**config.mk**
```make
export PLATFORM = sky130hd
export DESIGN_NAME = mux_scan_sampler
export DESIGN_NICKNAME = d
export VERILOG_FILES = /design/src/rtl/mux_scan_sampler.sv
export SDC_FILE = /design/constraint.sdc
export NUM_CORES = 1
export LEC_CHECK = 0
export ABC_AREA = 1
export CORE_MARGIN = 8
export CORE_UTILIZATION = 47
export CTS_CLUSTER_DIAMETER = 40
export DETAILED_ROUTE_END_ITERATION = 10
export GPL_TIMING_DRIVEN = 0
export PLACE_DENSITY = 0.75
export SETUP_SLACK_MARGIN = 0.15
export SKIP_CTS_REPAIR_TIMING = 1
export SYNTH_ARGS = -nofsm -noshare
export SYNTH_HDL_FRONTEND = slang
export SYNTH_SLANG_ARGS = --single-unit
```
**constraint.sdc**
```tcl
create_clock -name clk -period 1.4 [get_ports clk]
set_clock_uncertainty 0.1 [all_clocks]
set_input_delay 0.28 -clock clk [delete_from_list [all_inputs] [get_ports clk]]
set_output_delay 0.28 -clock clk [all_outputs]
set_load 0.01 [all_outputs]
```
**src/rtl/mux_scan_sampler.sv**
```systemverilog
// Scans a 4:1 mux channel by channel, samples Y after each dwell,
// and hands the packed 4-bit frame downstream over valid/ready.
module mux_scan_sampler #(
  parameter int DWELL = 4
) (
  input  logic       clk,
  input  logic       rst_n,
  input  logic       start,
  input  logic       continuous,
  input  logic       y_in,
  output logic       S0,
  output logic       S1,
  output logic       busy,
  output logic [3:0] frame,
  output logic       frame_valid,
  input  logic       frame_ready,
  output logic       overrun
);

  localparam int CW = (DWELL > 1) ? $clog2(DWELL) : 1;
  localparam logic [CW-1:0] CNT_LAST = CW'(DWELL - 1);

  typedef enum logic {
    IDLE,
    SCAN
  } state_e;

  state_e        state_q, state_d;
  logic [1:0]    ch_q, ch_d;
  logic [CW-1:0] cnt_q, cnt_d;
  logic [2:0]    buf_q, buf_d;
  logic [3:0]    frame_q, frame_d;
  logic          fv_q, fv_d;
  logic          ovr_q, ovr_d;

  logic done;
  logic hs;
  logic load;

  always_comb begin
    state_d = state_q;
    ch_d    = ch_q;
    cnt_d   = cnt_q;
    buf_d   = buf_q;
    ovr_d   = ovr_q;
    done    = 1'b0;
    unique case (state_q)
      IDLE: begin
        if (start) begin
          state_d = SCAN;
          ch_d    = 2'd0;
          cnt_d   = '0;
          ovr_d   = 1'b0;
        end
      end
      SCAN: begin
        if (cnt_q == CNT_LAST) begin
          cnt_d = '0;
          if (ch_q != 2'd3) begin
            buf_d[ch_q] = y_in;
            ch_d        = ch_q + 2'd1;
          end else begin
            done    = 1'b1;
            ch_d    = 2'd0;
            state_d = continuous ? SCAN : IDLE;
          end
        end else begin
          cnt_d = cnt_q + CW'(1);
        end
      end
    endcase

    // A finished frame may only replace one that is gone or leaving now.
    hs      = fv_q & frame_ready;
    load    = done & (~fv_q | hs);
    frame_d = frame_q;
    fv_d    = fv_q;
    if (load) begin
      frame_d = {y_in, buf_q};
      fv_d    = 1'b1;
    end else if (hs) begin
      fv_d    = 1'b0;
    end
    if (done && !load) begin
      ovr_d = 1'b1;
    end
  end

  always_ff @(posedge clk) begin
    if (!rst_n) begin
      state_q <= IDLE;
      ch_q    <= 2'd0;
      cnt_q   <= '0;
      buf_q   <= 3'd0;
      frame_q <= 4'd0;
      fv_q    <= 1'b0;
      ovr_q   <= 1'b0;
    end else begin
      state_q <= state_d;
      ch_q    <= ch_d;
      cnt_q   <= cnt_d;
      buf_q   <= buf_d;
      frame_q <= frame_d;
      fv_q    <= fv_d;
      ovr_q   <= ovr_d;
    end
  end

  assign S0          = ch_q[0];
  assign S1          = ch_q[1];
  assign busy        = (state_q == SCAN);
  assign frame       = frame_q;
  assign frame_valid = fv_q;
  assign overrun     = ovr_q;

endmodule

```
-- Word-level counts from Yosys, hierarchy flattened
Index checks and enable logic that the tools add are counted.
- multiplexer cells: 22
- reduce and logical (&&, ||, !) cells: 8
- magnitude comparators: 2
- eq/ne operators: 5
- bitwise gates (word level): 5
- add/sub/neg operators: 2
- operators by type and width (cell ; count):
    $mux 1 ; 13
    $mux 2 ; 4
    $pmux 2 s2 ; 2
    $add 2x1->2 const B ; 2
    $ne 2x1->1 const B ; 2
    $ne 2x2->1 const B ; 2
    $reduce_and 2->1 ; 2
    $reduce_bool 2->1 ; 2
    $bwmux 3 ; 1
    $lt 2x3->1 const B ; 1
    $reduce_and 3->1 ; 1
    $and 1x1->1 ; 2
    $demux 1 s2 ; 1
    $eq 2x2->1 const B ; 1
    $ge 2x1->1 const B ; 1
    $logic_and 1x1->1 ; 2
    $not 1->1 ; 2
    $pmux 1 s2 ; 1
    $logic_not 1->1 ; 1
    $or 1x1->1 ; 1
- flip-flop bits (word level): 14
- word-level logic and storage cells: 51
- bits of input ports: 6

-- Depth between registers and ports, before layout
Gate-level depths: netlist of the first run.
- word-level depth: 9
- depth in mapped cells: 6

-- Least setup slack after synthesis of the first run
OpenSTA, ideal clock, no wires.
- path kind: register to register
- start: register ch_q[1]
- end: register frame_q[0], in the netlist frame[0]
- setup time: 0.113 ns
- stages on the path, launching flop included: 7
- data arrival time: 1.099 ns
- slack: 0.088 ns
- cells stage by stage: dfxtp_1 > ha_1 > inv_1 > nor2_4 > nand3_1 > nand2_1 > nor2_1
- cells in the longest elaborated chain, start to end: 5
- RTL lines (item ; line ; text):
    from (decl) ; 29 ; logic [1:0] ch_q, ch_d;
    from (signal assigned) ; 100 ; ch_q <= ch_d;
    $ne 2x2->1 ; 59 ; if (ch_q != 2'd3) begin
    $mux 1 ; 59 ;
    $mux 1 ; 57 ; if (cnt_q == CNT_LAST) begin
    $mux 1 ; 47 ; unique case (state_q)
    $and 1x1->1 ; 75 ; load = done & (~fv_q | hs);
    to (signal assigned) ; 103 ; frame_q <= frame_d;
    to (decl) ; 32 ; logic [3:0] frame_q, frame_d;
Every way passes these cells.
A chain may end at the register's enable or synchronous reset.

-- Final worst setup path of the first run
- start: register ch_q[1]
- end: register frame_q[1], in the netlist frame[1]
Same word-level chain as after synthesis.

==> results.tsv, run 1 <==
stage	metric	value	unit
place	dp_cells	124	
clocking	root_buffer	clkbuf_4	
logic_synthesis	yosysSeqAreaShare	40.4	%
grt	grt_pass1_vias	619	
place	hpwlAfterDp	1140	um
floorplan	rows	14	
worst_setup_path	required	1.47	ns
layout	final_common_cell	nor2_1	
grt	grt_overflow	0	
routing	drtPass1Iterations	6	
routing	routed_wl	1530	um
floorplan	initial_core_util	48.3	%
routing	drc	0	
floorplan	die_w	54.4	um
grt	grt_max_degree	11	
floorplan	die_area	2960	um^2
clocking	clock_path_buffers	2	
worst_setup_path	end_kind	flop	
logic_synthesis	synth_nets	105	
layout	stdcell_area	971	um^2
logic_synthesis	synthCells	94	
logic_synthesis	synth_cell_types	15	
worst_setup_path	critical_path_arrival	1.28	ns
logic_synthesis	netlist_area	694	um^2
layout	final_cell_mix	nor2_1 (18), nand2_1 (16), inv_1 (14)	
worst_setup_path	slowest_stage	dfxtp_4	
sta	fin_ws	0.189	ns
clocking	worst_skew_pair.late_latency	0.27	ns
place	port_buffers	14	
layout	nets	127	
logic_synthesis	yosys_register_bits	14	
worst_setup_path	path_cells	ha_4 -> inv_1 -> nor2_4 -> nand3_1 -> nand2_1 -> nor2_1	
worst_hold_path	hold_path.class	flop to flop	
logic_synthesis	netlist.top_cell.by_area	dfxtp_1	
clocking	cts_tree	done	
routing	ant_nets	0	
sta	finalHoldViolCount	0	
layout	n_fill_cell	116	
routing	vias	653	
logic_synthesis	syn_area_per_cell	7.39	um^2
layout	diodes	0	
layout	multi_input_area	388	um^2
sta	timing.hold.ws	0.382	ns
floorplan	core_area	1440	um^2
place	post-place-ws	-0.147	ns
grt	grt_pass1_wl	2500	um
layout	seq_area	290	um^2
worst_setup_path	cp_max_fo	5	
worst_setup_path	start_kind	flop	
layout	drive_gt1_share	19.3	%
logic_synthesis	synth_top_area_share	40.4	%
sta	fmax	825	MHz
sta	worstMarginPinSlew	0.230	ns
place	place_area	868	um^2
job	max_cap_viol_count	0	
sta	layout_min_cycle_time	1.21	ns
grt	track_usage	11.5	%
place	place_congestion	0.834	
worst_setup_path	criticalPathCategory	flop to flop	
sta	drv_slew	0	
sta	slew_headroom	84.6	%
routing	drtIter0Drc	11	
worst_setup_path	critPathMaxStageDelay	0.38	ns
clocking	cts.sink_count	14	
clocking	cts_buffers	3	
power	peakVddDrop	0.000513	V
run_status	status	finished clean	
routing	via_per_inst	5.02	
logic_synthesis	yosys_warnings	0	
layout	area_growth	39.8	%
sta	rsz0062_at_grt	yes	
sta	tns	0	ns
clocking	htreeDepth	1	
floorplan	boundaryPins	15	
logic_synthesis	synth_area_leaders	dfxtp_1 (40%), nor2_1 (9.7%), ha_1 (9.0%), nand2_1 (8.6%), inv_1 (7.6%)	
layout	instances_no_fill	130	
floorplan	die_height	54.4	um
grt	antenna_found_initial	0	
sta	fin_crit_sh	86.5	%
power	leakagePower	0.544	nW
power	power_density	706	nW/um^2
sta	setup_violations	0	
clocking	path_clk_slew	0.08	ns
routing	wire_per_inst	11.8	um
## worst paths after layout
| path | start | end | slack, ns | cells after the start |
|---|---|---|---|---|
| worst max-delay path | ch_q[1] | frame[1] | 0.19 | 6 |
| worst min-delay path | frame[0] | frame[0] | 0.38 | 2 |
| worst max register to register | ch_q[1] | frame[1] | 0.19 | 6 |
| worst min register to register | frame[0] | frame[0] | 0.38 | 2 |
## flip-flops by register name, indices dropped and copies added (netlist names)
| signal | flops |
|---|---|
| frame_valid | 1 |
| busy | 1 |
| frame | 4 |
| cnt_q | 2 |
| overrun | 1 |
| buf_q | 3 |
| ch_q | 2 |
## per-layer routing
layer,up-vias,GRT usage (%),part of all wire (%),wire length [um]
met2,15,19.1,51,773
met5,-,0,0,0
met3,2,4.35,4.6,71
met4,0,7.38,0.59,9
met1,300,12.0,44,674
li1,336,-,-,-
## cell families after synthesis
logic type / share of synthesized area, %
adder cells (fa/ha/maj): 9.01
AO/OA/AOI/OAI: 6.31
AND/OR/NAND/NOR: 35.5
flip-flops: 40.4
buffers and inverters: 8.83
## stage by stage
step	utilization [%]	power [mW]
floorplan	-	0.449
global placement	60.5	0.474
detailed placement	60.5	0.476
CTS	62.0	0.695
global route	67.6	0.725
finish	67.6	0.685
## worst max-delay path, delay by kind of cell (launching register included)
kind,cells,cell delay [ns]
adder cells (fa/ha/maj),1,0.16
flip-flops,1,0.38
buffers and inverters,1,0.10
AND/OR/NAND/NOR,4,0.38
## area by class of cell
class | count | share of cell area, %
multi-input combinational | 64 | 39.9
sequential | 14 | 29.9
timing repair buffer | 17 | 19.1
inverter | 14 | 5.41
clock buffer | 3 | 2.32
tap | 16 | 2.06
buffer | 2 | 1.29
## Yosys cell counts
master	number
nor2_1	18
nand2_1	16
dfxtp_1	14
inv_1	14
nand3_1	9
ha_1	5
a21oi_1	4
nand4_1	3
nor2_4	3
o21ai_0	3
a21oi_2	1
buf_2	1
clkbuf_1	1
nand2_4	1
nand3_2	1
## power by group
part           internal [mW]  switching (mW)  total, mW
registers              0.401         0.00537      0.406
logic                 0.0309          0.0315     0.0624
clock network         0.0995           0.117      0.216
total                  0.531           0.154      0.685
No activity file was read; power rests on OpenSTA's default activity.
==> run 2, diff against run 1 <==
Settings changed: GPL_TIMING_DRIVEN 0 to 1.
==> run 2 against run 1 <==
Net effect: hold slack worse by 0.0020 ns; critical endpoint is now frame[3]; sequential power about the same; setup slack worse by 0.030 ns; routed wire length up 1.4%.
==> results.tsv, run 2 (same netlist as run 1, synthesis figures left out) <==
stage	metric	value	unit
routing	drc	0	
worst_hold_path	min-delay-start	overrun	
layout	drive_gt1_share	20.9	%
grt	grt_max_degree	11	
routing	drtPass1Iterations	4	
clocking	path_clk_slew	0.09	ns
floorplan	die_area	2960	um^2
place	place_congestion	0.793	
grt	antenna_found_initial	0	
sta	tns	0	ns
clocking	root_buffer	clkbuf_4	
clocking	cts_tree	done	
layout	final_common_cell	nor2_1	
layout	multi_input_area	394	um^2
sta	fin_crit_sh	88.7	%
floorplan	core_area	1440	um^2
worst_hold_path	whs_endpoint	overrun	
sta	layout_min_cycle_time	1.24	ns
floorplan	rows	14	
layout	seq_area	290	um^2
sta	setup_violations	0	
power	peakVddDrop	0.000570	V
routing	routed_wl	1550	um
worst_setup_path	end_kind	flop	
job	max_cap_viol_count	0	
routing	drtIter0Drc	10	
clocking	htreeDepth	1	
sta	slew_headroom	83.1	%
worst_hold_path	min_path_cells	2	
layout	nets	127	
layout	post-route-util	69.4	%
place	place_area	897	um^2
sta	drv_slew	0	
layout	final_cell_mix	nor2_1 (18), nand2_1 (16), inv_1 (13)	
grt	track_usage	11.1	%
clocking	clock_path_buffers	2	
worst_setup_path	slowest_stage	dfxtp_4	
power	power_density	776	nW/um^2
layout	stdcell_area	997	um^2
layout	n_fill_cell	114	
worst_setup_path	r2r_end	frame[3]	
clocking	cts.sink_count	14	
run_status	status	finished clean	
sta	rsz0062_at_grt	yes	
grt	grt_pass1_wl	2370	um
sta	worstMarginPinSlew	0.252	ns
layout	diodes	0	
worst_setup_path	path_cells	buf_6 -> ha_4 -> inv_2 -> nor2_4 -> nand3_1 -> nand2_1 -> nor2_1	
grt	grt_overflow	0	
worst_setup_path	critPathMaxStageDelay	0.37	ns
worst_setup_path	rrSetupSlack	0.16	ns
floorplan	die_height	54.4	um
floorplan	initial_core_util	48.3	%
layout	largest_reg_flops	4	
place	port_buffers	14	
sta	finalHoldViolCount	0	
routing	via_per_inst	4.90	
place	dp_cells	127	
clocking	cts_buffers	3	
worst_setup_path	cp_max_fo	5	
place	hpwlAfterDp	1120	um
worst_hold_path	hold_path.class	flop to flop	
routing	vias	642	
layout	instances_no_fill	131	
worst_setup_path	start_kind	flop	
worst_setup_path	criticalPathCategory	flop to flop	
grt	grt_pass1_vias	570	
worst_setup_path	critical_path_arrival	1.33	ns
floorplan	die_w	54.4	um
clocking	worst_skew_pair.late_latency	0.29	ns
worst_setup_path	reg2reg_from	ch_q[0]	
layout	area_growth	43.6	%
worst_setup_path	r2r_cells	7	
worst_setup_path	required	1.49	ns
routing	wire_per_inst	11.8	um
sta	fmax	805	MHz
floorplan	boundaryPins	15	
routing	ant_nets	0	
power	leakagePower	0.552	nW
-- run 2: worst max-delay path by stage --
| stage | startpoint | endpoint | slack, ns | cells after the start |
|---|---|---|---|---|
| floorplan | ch_q[0] | frame[0] | 0.18 | 6 |
| global placement | frame_ready | frame[3] | 0.07 | 6 |
| detailed placement | frame_ready | frame[0] | 0.03 | 5 |
| CTS | ch_q[0] | S0 | -0.24 | 1 |
| global route | ch_q[0] | frame[3] | 0.11 | 7 |
| finish | ch_q[0] | frame[3] | 0.16 | 7 |
-- run 2: report_power, final --
group | switching (mW) | leakage [nW] | internal (mW) | total (mW)
clock | 0.139 | 0.0210 | 0.158 | 0.298
sequential | 0.00601 | 0.116 | 0.401 | 0.407
combinational | 0.0355 | 0.415 | 0.0334 | 0.0689
total | 0.181 | 0.552 | 0.593 | 0.774
-- run 2: routing by layer --
layer  share of wire [%]  GRT usage (%)  vias up  wire (um)
li1                    -              -      337          -
met1                  41           12.7      280        642
met2                  47           16.4       16        729
met3                 6.0           4.08        9         93
met4                 5.3           8.61        0         82
met5                   0              0        -          0
-- run 2: critical path, delay by kind of cell, from the launching register on --
kind	cells	cell delay, ns
flip-flops	1	0.37
AND/OR/NAND/NOR	4	0.35
adder cells (fa/ha/maj)	1	0.16
buffers and inverters	2	0.17
-- run 2: cell type report --
type / count / share of cell area [%]
clock buffer: 4 / 3.64
multi-input combinational: 64 / 39.5
tap: 16 / 2.01
sequential: 14 / 29.1
inverter: 14 / 5.27
timing repair buffer: 19 / 20.5
-- run 2: stage by stage --
stage / setup slack, ns / hold slack [ns] / power (mW)
final: 0.158 / 0.380 / 0.774
after global routing: 0.112 / 0.404 / 0.812
after CTS: -0.238 / 0.376 / 0.771
after detailed placement: 0.0278 / 0.364 / 0.481
after global placement: 0.0665 / 0.355 / 0.480
after floorplan: 0.179 / 0.332 / 0.449
==> run 3, diff against run 2 <==
Settings changed: CTS_CLUSTER_DIAMETER 40 to default.
==> results of run 3 <==
No change in the layout: final DEF, timing and power equal those of run 2.
